**config.mk**
```make
export PLATFORM = sky130hd
export DESIGN_NAME = soc_spi_sram_resp
export DESIGN_NICKNAME = d
export VERILOG_FILES = /design/src/rtl/soc_spi_sram_pkg.sv /design/src/rtl/soc_spi_bit_engine.sv /design/src/rtl/soc_spi_sram_resp.sv
export SDC_FILE = /design/constraint.sdc
export NUM_CORES = 1
export LEC_CHECK = 0
export CAP_MARGIN = 20
export CORE_MARGIN = 8
export CORE_UTILIZATION = 53
export DETAILED_ROUTE_END_ITERATION = 16
export HOLD_SLACK_MARGIN = 0.06
export MAX_ROUTING_LAYER = met4
export PLACE_DENSITY = 0.8
export SLEW_MARGIN = 30
export SYNTH_ARGS = -nofsm -noshare
export SYNTH_HDL_FRONTEND = slang
export SYNTH_SLANG_ARGS = --single-unit
export TNS_END_PERCENT = 5
```
**constraint.sdc**
```tcl
create_clock -name clk -period 2.9 [get_ports clk]
set_input_delay 0.435 -clock clk [delete_from_list [all_inputs] [get_ports clk]]
set_output_delay 0.435 -clock clk [all_outputs]
set_load 0.02 [all_outputs]
```
**src/rtl/soc_spi_sram_pkg.sv**
```systemverilog
// Shared constants, FSM state type and byte-mask helpers for the SPI SRAM responder.
package soc_spi_sram_pkg;

  localparam logic [7:0] SPI_CMD_READ   = 8'h03;
  localparam logic [7:0] SPI_CMD_WRITE  = 8'h02;
  localparam int         MAX_FRAME_BITS = 64;
  localparam int         BIT_CNT_W      = 7;

  typedef enum logic [2:0] {
    ST_IDLE,
    ST_SHIFT,
    ST_CSHI,
    ST_ACK,
    ST_GAP
  } sram_state_e;

  function automatic logic [1:0] mask_first(input logic [3:0] mask);
    if (mask[0])      return 2'd0;
    else if (mask[1]) return 2'd1;
    else if (mask[2]) return 2'd2;
    else              return 2'd3;
  endfunction

  function automatic logic [1:0] mask_last(input logic [3:0] mask);
    if (mask[3])      return 2'd3;
    else if (mask[2]) return 2'd2;
    else if (mask[1]) return 2'd1;
    else              return 2'd0;
  endfunction

  function automatic logic [31:0] bswap32(input logic [31:0] w);
    return {w[7:0], w[15:8], w[23:16], w[31:24]};
  endfunction

endpackage

```
**src/rtl/soc_spi_bit_engine.sv**
```systemverilog
// SPI mode-0 bit engine: shifts an MSB-aligned frame out on MOSI and collects
// the last 32 MISO bits; chip select is held low exactly while busy.
module soc_spi_bit_engine
  import soc_spi_sram_pkg::*;
#(
  parameter int CLK_DIV = 2
) (
  input  logic                      clk,
  input  logic                      rst_n,
  input  logic                      start,
  input  logic [MAX_FRAME_BITS-1:0] frame,
  input  logic [BIT_CNT_W-1:0]      nbits,
  output logic                      done,
  output logic [31:0]               rx_word,
  output logic                      spi_sck,
  output logic                      spi_cs_n,
  output logic                      spi_mosi,
  input  logic                      spi_miso
);

  localparam int              DIV_W    = $clog2(CLK_DIV) + 1;
  localparam logic [DIV_W-1:0] DIV_LOAD = DIV_W'(CLK_DIV - 1);

  logic                      busy;
  logic [DIV_W-1:0]          div_cnt;
  logic [BIT_CNT_W-1:0]      bit_cnt;
  logic [MAX_FRAME_BITS-1:0] tx_sr;
  logic                      half_end;

  assign half_end = busy && (div_cnt == '0);
  // done marks the final clk cycle of the final bit, while SCK is still high
  assign done     = half_end && spi_sck && (bit_cnt == BIT_CNT_W'(1));
  assign spi_cs_n = ~busy;
  assign spi_mosi = tx_sr[MAX_FRAME_BITS-1];

  always_ff @(posedge clk or negedge rst_n) begin
    if (!rst_n) begin
      busy    <= 1'b0;
      spi_sck <= 1'b0;
      div_cnt <= '0;
      bit_cnt <= '0;
      tx_sr   <= '0;
      rx_word <= '0;
    end else if (start && !busy) begin
      busy    <= 1'b1;
      spi_sck <= 1'b0;
      div_cnt <= DIV_LOAD;
      bit_cnt <= nbits;
      tx_sr   <= frame;
    end else if (busy) begin
      if (div_cnt != '0) begin
        div_cnt <= div_cnt - 1'b1;
      end else begin
        div_cnt <= DIV_LOAD;
        if (!spi_sck) begin
          spi_sck <= 1'b1;
          rx_word <= {rx_word[30:0], spi_miso};
        end else begin
          // falling edge: next bit appears on MOSI; frame tail is zero so MOSI idles low
          spi_sck <= 1'b0;
          tx_sr   <= {tx_sr[MAX_FRAME_BITS-2:0], 1'b0};
          bit_cnt <= bit_cnt - 1'b1;
          if (bit_cnt == BIT_CNT_W'(1)) busy <= 1'b0;
        end
      end
    end
  end

endmodule

```
**src/rtl/soc_spi_sram_resp.sv**
```systemverilog
// SoC SRAM bus responder: turns each bus request into one serial-SRAM SPI
// transaction and returns a one-cycle ack plus read data.
//
// state  | meaning
// IDLE   | wait for sram_cs, latch request, launch frame
// SHIFT  | bit engine clocking the frame, cs_n low
// CSHI   | one cycle cs_n high, read data captured
// ACK    | sram_ack pulse
// GAP    | request ignored while initiator drops cyc
module soc_spi_sram_resp
  import soc_spi_sram_pkg::*;
#(
  parameter int CLK_DIV = 2,
  parameter int ADDR_W  = 24
) (
  input  logic        clk,
  input  logic        i_rst_n,
  input  logic [31:0] sram_addr,
  input  logic [31:0] sram_data_write,
  input  logic        sram_we,
  input  logic        sram_cs,
  input  logic [3:0]  sram_wmask,
  output logic [31:0] sram_data_read,
  output logic        sram_ack,
  output logic        spi_sck,
  output logic        spi_cs_n,
  output logic        spi_mosi,
  input  logic        spi_miso
);

  sram_state_e               state_q, state_d;
  logic                      we_q;
  logic                      eng_start, eng_done, load_rdata;
  logic [31:0]               rx_word;
  logic [1:0]                first_byte, last_byte;
  logic [2:0]                nbytes;
  logic [ADDR_W-1:0]         byte_base, wr_addr;
  logic [31:0]               wr_data;
  logic [MAX_FRAME_BITS-1:0] frame;
  logic [BIT_CNT_W-1:0]      nbits;
  logic                      wr_empty;
  logic                      unused_addr_bits;

  assign unused_addr_bits = ^sram_addr[31:ADDR_W-2];

  assign first_byte = mask_first(sram_wmask);
  assign last_byte  = mask_last(sram_wmask);
  assign nbytes     = 3'(last_byte) - 3'(first_byte) + 3'd1;
  assign byte_base  = {sram_addr[ADDR_W-3:0], 2'b00};
  assign wr_addr    = byte_base | ADDR_W'(first_byte);
  // bytes from first_byte upward, lowest byte transmitted first
  assign wr_data    = bswap32(sram_data_write >> {first_byte, 3'b000});
  assign frame      = sram_we ? {SPI_CMD_WRITE, wr_addr, wr_data}
                              : {SPI_CMD_READ, byte_base, 32'h0};
  assign nbits      = sram_we ? (BIT_CNT_W'(32) + BIT_CNT_W'({nbytes, 3'b000}))
                              : BIT_CNT_W'(MAX_FRAME_BITS);
  assign wr_empty   = sram_we && (sram_wmask == 4'b0000);

  always_ff @(posedge clk or negedge i_rst_n) begin
    if (!i_rst_n) state_q <= ST_IDLE;
    else          state_q <= state_d;
  end

  always_comb begin
    state_d = state_q;
    case (state_q)
      ST_IDLE:  if (sram_cs) state_d = wr_empty ? ST_ACK : ST_SHIFT;
      ST_SHIFT: if (eng_done) state_d = ST_CSHI;
      ST_CSHI:  state_d = ST_ACK;
      ST_ACK:   state_d = ST_GAP;
      ST_GAP:   state_d = ST_IDLE;
      default:  state_d = ST_IDLE;
    endcase
  end

  always_comb begin
    eng_start  = (state_q == ST_IDLE) && sram_cs && !wr_empty;
    sram_ack   = (state_q == ST_ACK);
    load_rdata = (state_q == ST_CSHI) && !we_q;
  end

  always_ff @(posedge clk or negedge i_rst_n) begin
    if (!i_rst_n) begin
      we_q           <= 1'b0;
      sram_data_read <= '0;
    end else begin
      if ((state_q == ST_IDLE) && sram_cs) we_q <= sram_we;
      // first received byte lands in [7:0]
      if (load_rdata) sram_data_read <= bswap32(rx_word);
    end
  end

  soc_spi_bit_engine #(.CLK_DIV(CLK_DIV)) u_bit_engine (
    .clk      (clk),
    .rst_n    (i_rst_n),
    .start    (eng_start),
    .frame    (frame),
    .nbits    (nbits),
    .done     (eng_done),
    .rx_word  (rx_word),
    .spi_sck  (spi_sck),
    .spi_cs_n (spi_cs_n),
    .spi_mosi (spi_mosi),
    .spi_miso (spi_miso)
  );

endmodule

```
## Yosys cells after proc, flatten, opt, wreduce, memory -nomap -nowiden

Index checks and enable logic that the tools add are counted.

| storage, ports and cells | value |
|---|---|
| logic and storage cells | 80 |
| flip-flop bits (word level) | 143 |
| input port bits | 73 |

| cells by class | value |
|---|---|
| bitwise gates (word level) | 5 |
| shifts and indexed selects | 1 |
| equality and inequality tests | 7 |
| reductions and logical operators | 21 |
| multiplexer cells | 32 |
| $add $sub $neg | 5 |

Operators by type and width:

| kind | count |
|---|---|
| 64-bit 2-to-1 mux | 4 |
| 57-bit 2-to-1 mux | 1 |
| 7-bit 2-to-1 mux | 5 |
| 32-bit by 5-bit >> shifter with 32-bit output | 1 |
| 24-bit by 2-bit bitwise OR with 24-bit output | 1 |
| 2-bit 2-to-1 mux | 8 |
| 3-bit case mux with 4 select lines | 1 |
| 1-bit 2-to-1 mux | 11 |
| 1-bit logical AND | 8 |
| 6-bit by 6-bit adder with 7-bit output (first input constant) | 1 |
| 7-bit by 1-bit equality test with 1-bit output (second input constant) | 1 |
| 7-bit by 1-bit subtractor with 7-bit output (second input constant) | 1 |
| 3-bit by 2-bit equality test with 1-bit output (second input constant) | 2 |
| 3-bit 2-to-1 mux | 2 |
| 2-bit nonzero test | 3 |
| 4-bit zero test | 1 |
| 2-bit != test (second input constant) | 2 |
| 1-bit inverter | 4 |
| 2-bit AND reduction | 2 |
| 4-bit AND reduction | 1 |
| 3-bit by 1-bit adder with 3-bit output (second input constant) | 1 |
| 3-bit by 1-bit equality test with 1-bit output (second input constant) | 1 |
| 1-bit zero test | 3 |
| 3-bit zero test | 1 |
| other kinds (5) | 5 |

## Longest topological paths before layout

| depth | value |
|---|---|
| depth in word-level cells | 8 |
| mapped depth | 9 |

## Hierarchy

Synthesis repeated with hierarchy kept, for this count alone.

| unflattened totals | value |
|---|---|
| cells, all modules | 630 |
| area, all modules | 6787.8 um^2 |

By module, submodules not included:

| module | sequential area each (um^2) | cells each | area each (um^2) | instances |
|---|---|---|---|---|
| soc_spi_bit_engine | 2677.6 | 418 | 4579.4 | 1 |
| soc_spi_sram_resp | 900.9 | 212 | 2208.4 | 1 |

## Worst setup path after synthesis

No wires, ideal clock.

| path | value |
|---|---|
| kind | input to register |
| start point | in sram_wmask[1] |
| end point | reg u_bit_engine.bit_cnt[6] |
| data arrival time | 2.420 ns |
| cell stages on the path | 9 |
| path buffers | 2 |
| path slack | 0.361 ns |
| cell sequence | clkbuf_1 nor2b_1 clkbuf_1 nor2_1 inv_1 ha_1 ha_1 a2111o_1 o21a_1 |

| between the ends | value |
|---|---|
| longest elaborated chain between the ends | 8 |
| elaborated cells between the ends (all ways) | 19 |
| those cells by class | add/sub: 3; eq/ne: 1; mux: 7; reduce/logical: 8 |

Ends and longest elaborated chain:

| item | RTL line | source |
|---|---|---|
| from (decl) | soc_spi_sram_resp.sv:22 | `input logic [3:0] sram_wmask,` |
| 1-bit 2-to-1 mux | soc_spi_sram_pkg.sv:27 | `else if (mask[1]) return 2'd1;` |
| 2-bit 2-to-1 mux | soc_spi_sram_pkg.sv:26 | `else if (mask[2]) return 2'd2;` |
| 2-bit 2-to-1 mux | soc_spi_sram_pkg.sv:25 | `if (mask[3]) return 2'd3;` |
| 2-bit by 2-bit subtractor with 3-bit output | soc_spi_sram_resp.sv:48 | `assign nbytes = 3'(last_byte) - 3'(first_byte) + 3'd1;` |
| 3-bit by 1-bit adder with 3-bit output | soc_spi_sram_resp.sv:48 |  |
| 6-bit by 6-bit adder with 7-bit output | soc_spi_sram_resp.sv:55 | `assign nbits = sram_we ? (BIT_CNT_W'(32) + BIT_CNT_W'({nbytes, 3'b000}))` |
| 7-bit 2-to-1 mux | soc_spi_sram_resp.sv:55 |  |
| 7-bit 2-to-1 mux | soc_spi_bit_engine.sv:44 | `end else if (start && !busy) begin` |
| to (signal assigned) | soc_spi_bit_engine.sv:48 | `bit_cnt <= nbits;` |
| to (signal assigned) | soc_spi_bit_engine.sv:62 | `bit_cnt <= bit_cnt - 1'b1;` |
| to (decl) | soc_spi_bit_engine.sv:26 | `logic [BIT_CNT_W-1:0] bit_cnt;` |

Several ways; a longest one is shown, not always the timed one.
A chain may end at the register's enable or synchronous reset.

## Final worst setup path

| path | value |
|---|---|
| start point | in sram_cs |
| end point | reg u_bit_engine.tx_sr[30] |

| between the ends | value |
|---|---|
| longest elaborated chain between the ends | 5 |
| elaborated cells between the ends (all ways) | 8 |
| those cells by class | eq/ne: 1; mux: 1; reduce/logical: 6 |

Ends and longest elaborated chain:

| item | RTL line | source |
|---|---|---|
| from (decl) | soc_spi_sram_resp.sv:21 | `input logic sram_cs,` |
| 1-bit logical AND * (2 in series) | soc_spi_sram_resp.sv:77 | `eng_start = (state_q == ST_IDLE) && sram_cs && !wr_empty;` |
| 1-bit logical AND * | soc_spi_bit_engine.sv:44 |  |
| 2-bit by 1-bit != test with 1-bit output (no source line) or 2-bit nonzero test (tied branches) | -- |  |
| 3-bit AND reduction (no source line) | -- |  |
| to (signal assigned) | soc_spi_bit_engine.sv:49 | `tx_sr <= frame;` |
| to (signal assigned) | soc_spi_bit_engine.sv:61 | `tx_sr <= {tx_sr[MAX_FRAME_BITS-2:0], 1'b0};` |
| to (decl) | soc_spi_bit_engine.sv:27 | `logic [MAX_FRAME_BITS-1:0] tx_sr;` |

Every way passes the cells marked *; elsewhere a longest branch is shown, timed or not.

==> results by group <==
Outcome
  – Status: finished, final reports clean

Setup path
  – CP Cell Sequence: clkdlybuf4s50_1 -> or4b_1 -> a311oi_4 -> nand2_2 -> o22ai_1
  – Slowest stage cell on the critical path: or4b_1
  – Crit-path max cell delay: 570 ps
  – Crit path capture: u_bit_engine.tx_sr[30]
  – Delay-heaviest family, CP: simple AND/OR/NAND/NOR gates
  – Crit path kind: input pin to flop
  – Critical Path Start: sram_cs
  – Worst path bufs/invs: 1
  – Worst R2R Setup Slack: 640 ps
  – CP required: 3230 ps
  – R2R depth: 4
  – R2R Path End: u_bit_engine.tx_sr[30]
  – Critical path depth in cells: 5
  – Worst Setup End Kind: flop
  – Max FO, Critical Path: 17
  – FF-to-FF Start: state_q[1]
  – CP startpoint kind: input pin
  – Arrival time at the worst endpoint: 2590 ps

Detailed routing
  – Drt via density: 5.829
  – Initial drt markers: 374
  – Drt pass-1 iters: 4
  – Total wire length: 15030 um
  – Post-DRT Antenna Nets: 0
  – Vias: 4605
  – DRC Markers: 0
  – Wire per inst: 19.02 um

Clock network
  – Clock network latency to the later pin of the worst-skew pair: 420 ps
  – Clock slew at reported path FFs: 60 ps
  – Clock Tree Buf Depth: 2
  – Clock root cell: clkbuf_16
  – Post-CTS Setup Inserts: 0
  – CTS tree: done
  – Resize count post-CTS: 0
  – Htree depth: 4
  – Total clock sinks: 143
  – CTS Hold Bufs: 1
  – TritonCTS Buffers: 17

Yosys
  – Post-Syn Instances: 532
  – Mapped Nets: 609
  – Post-synth EDFFs: 0
  – Yosys warning count: 0
  – Yosys cell types: 45
  – Sequential share of the synthesized area: 0.5549
  – Yosys reg bits: 143
  – Ys async rst share: 1.000
  – Primary FF master, synth: dfrtp_1
  – Average size of a mapped cell: 12.12 um2
  – Mapped cell area: 6449 um2

Placed design
  – Post-Place Cell Area: 7621 um2
  – GPL Wtd Cong: 0.8929
  – DP Wirelength: 10390 um
  – PortBufs: 98

Finish
  – Sequential cell area: 3578 um2
  – Design area: 8193 um2
  – # diodes: 0
  – Area occupied by multi-input gates: 2661 um2
  – # fillers: 854
  – Share of cells above drive strength 1: 0.1897
  – Synthesis-to-finish area growth: 27.05%
  – Post-layout nets: 707

Die
  – Chip Width: 126.3 um
  – Vert. Die Dim: 126.3 um
  – Placement Rows: 40
  – Full die area: 15950 um2
  – Starting Density: 0.5391
  – IO Count: 109
  – Core area: 11960 um2

Timing
  – Hold Vio Cnt, Final: 0
  – Final period util: 0.7799
  – RSZ-0062 raised after global routing: false
  – Relative slew slack: 0.5308
  – Setup-failing EPs final: 0
  – Post-layout min period: 2262 ps
  – Setup_tns: 0 ps
  – Slew Limit Fails: 0
  – Peak Freq: 442.2 MHz
  – Hold WS: 476.1 ps
  – Slew @ Worst Pin: 701.2 ps
  – Final Skew: 6.048 ps

Hold path
  – Worst Hold Class: flop to flop

Global route
  – Vias in the first global route: 4975
  – First-pass GRT wire length: 24900 um
  – Initial antenna violation count: 0
  – Largest net degree at the start of global routing: 79
  – Tot GR Track Use: 0.2010
  – Grt ovf: 0

Power
  – Total power: 6.893 mW
  – PwrDens: 841.3 nW/um2
  – IR drop worst, VDD: 0.5489 mV
  – Static Leakage: 4.006 nW

Flow run
  – Max-cap violations: 0
[placed cells by master, fill, tap and decap left out, types with 14 or more instances in the layout]
cell type	instances
dfrtp_1	143
clkdlybuf4s50_1	97
mux2_2	64
mux2i_1	31
nand2_1	26
a21o_1	23
a22o_1	23
o22ai_1	21
buf_4	18
a21oi_1	17
clkbuf_16	17
inv_1	16
nor2_1	15
a221o_1	15
o21ai_0	14
[synth_stat cells (all sizes together), types with 2 or more instances]
library cell  count  area (um2)
mux2             64       720.7
o21a              2       15.01
dfrtp           143        3578
ha                4       50.05
a211o             8       70.07
o21ai            14       70.07
and2              6       37.54
a21oi            17       85.08
xor2              2       17.52
mux2i            31       310.3
a22o             23       201.4
a31oi             2       12.51
nor2             16       60.06
nand2            27       103.9
a22oi             8       60.06
o22ai            21       131.4
or3               3       18.77
clkbuf           27       101.4
or4               3       22.52
nand3             8       40.04
nor4b             2       17.52
buf              12       61.30
nor2b             4       25.02
o211ai            3       22.52
a221o            15       150.1
inv              16       60.06
a21o             23       172.7
xnor2             6       52.55
and3              8       50.05
nor3              2       10.01
[power by group]
group | total (mW) | leakage, nW | internal (mW) | switching (mW)
logic | 1.92 | 1.83 | 0.963 | 0.955
clock network | 2.06 | 0.270 | 1.15 | 0.911
registers | 2.92 | 1.90 | 2.54 | 0.372
total | 6.89 | 4.01 | 4.66 | 2.24
[per-layer routing]
layer / GRT usage / wire, um / vias up
met5: - / 0 / -
met4: 0.06228 / 199 / 0
met3: 0.05907 / 726 / 21
met2: 0.3193 / 7458 / 132
met1: 0.2442 / 6641 / 2298
li1: - / - / 2154
[worst min path at each step]
stage | cells past startpoint | endpoint | from | slack (ps)
after floorplan | 0 | sram_data_read[0] | i_rst_n | 140
after global placement | 1 | u_bit_engine.tx_sr[52] | u_bit_engine.tx_sr[52] | 460
after detailed placement | 1 | u_bit_engine.tx_sr[39] | u_bit_engine.tx_sr[39] | 470
after CTS | 1 | u_bit_engine.tx_sr[50] | u_bit_engine.tx_sr[50] | 480
after global routing | 1 | u_bit_engine.tx_sr[39] | u_bit_engine.tx_sr[39] | 500
final | 1 | u_bit_engine.tx_sr[50] | u_bit_engine.tx_sr[50] | 480
[kinds of logic (layout without fill, tap and decap cells)]
logic type               Yosys count  in the layout  synth area share
AND/OR/NAND/NOR                   84             84           0.06597
multiplexers                      95             95            0.1599
buffers and inverters             55            166           0.03454
adder cells (fa/ha/maj)            4              4          0.007761
flip-flops                       143            143            0.5549
AO/OA/AOI/OAI                    143            143            0.1661
XOR/XNOR                           8              8           0.01087
[cell type report]
cell class / instances / area share
multi-input combinational: 334 / 0.3248
tap: 147 / 0.02245
sequential: 143 / 0.4368
timing repair buffer: 118 / 0.1400
clock buffer: 18 / 0.05360
inverter: 16 / 0.007330
clock inverter: 14 / 0.01497
[state kept, by name (all words and copies together) (netlist names)]
register              flops
u_bit_engine.tx_sr       64
state_q                   3
u_bit_engine.busy         1
u_bit_engine.bit_cnt      7
we_q                      1
sram_data_read           32
u_bit_engine.rx_word     32
u_bit_engine.spi_sck      1
u_bit_engine.div_cnt      2
[per-stage QoR]
step / cells / setup WS [ps] / util
6_report: 790 / 638.4 / 0.6849
2_1_floorplan: 532 / 360.9 / -
3_5_place_dp: 757 / 213.6 / 0.6371
5_1_grt: 790 / 489.0 / 0.6849
4_1_cts: 790 / 644.0 / 0.6849
3_3_place_gp: 757 / 256.6 / 0.6371
[worst reg2reg max path, cell delays in order, from the launching register on]
cell and delay [ps]:
dfrtp_1 440, or4b_1 660, a311oi_4 480, nand2_2 320
o22ai_1 280
No activity file was read; power rests on OpenSTA's default activity.
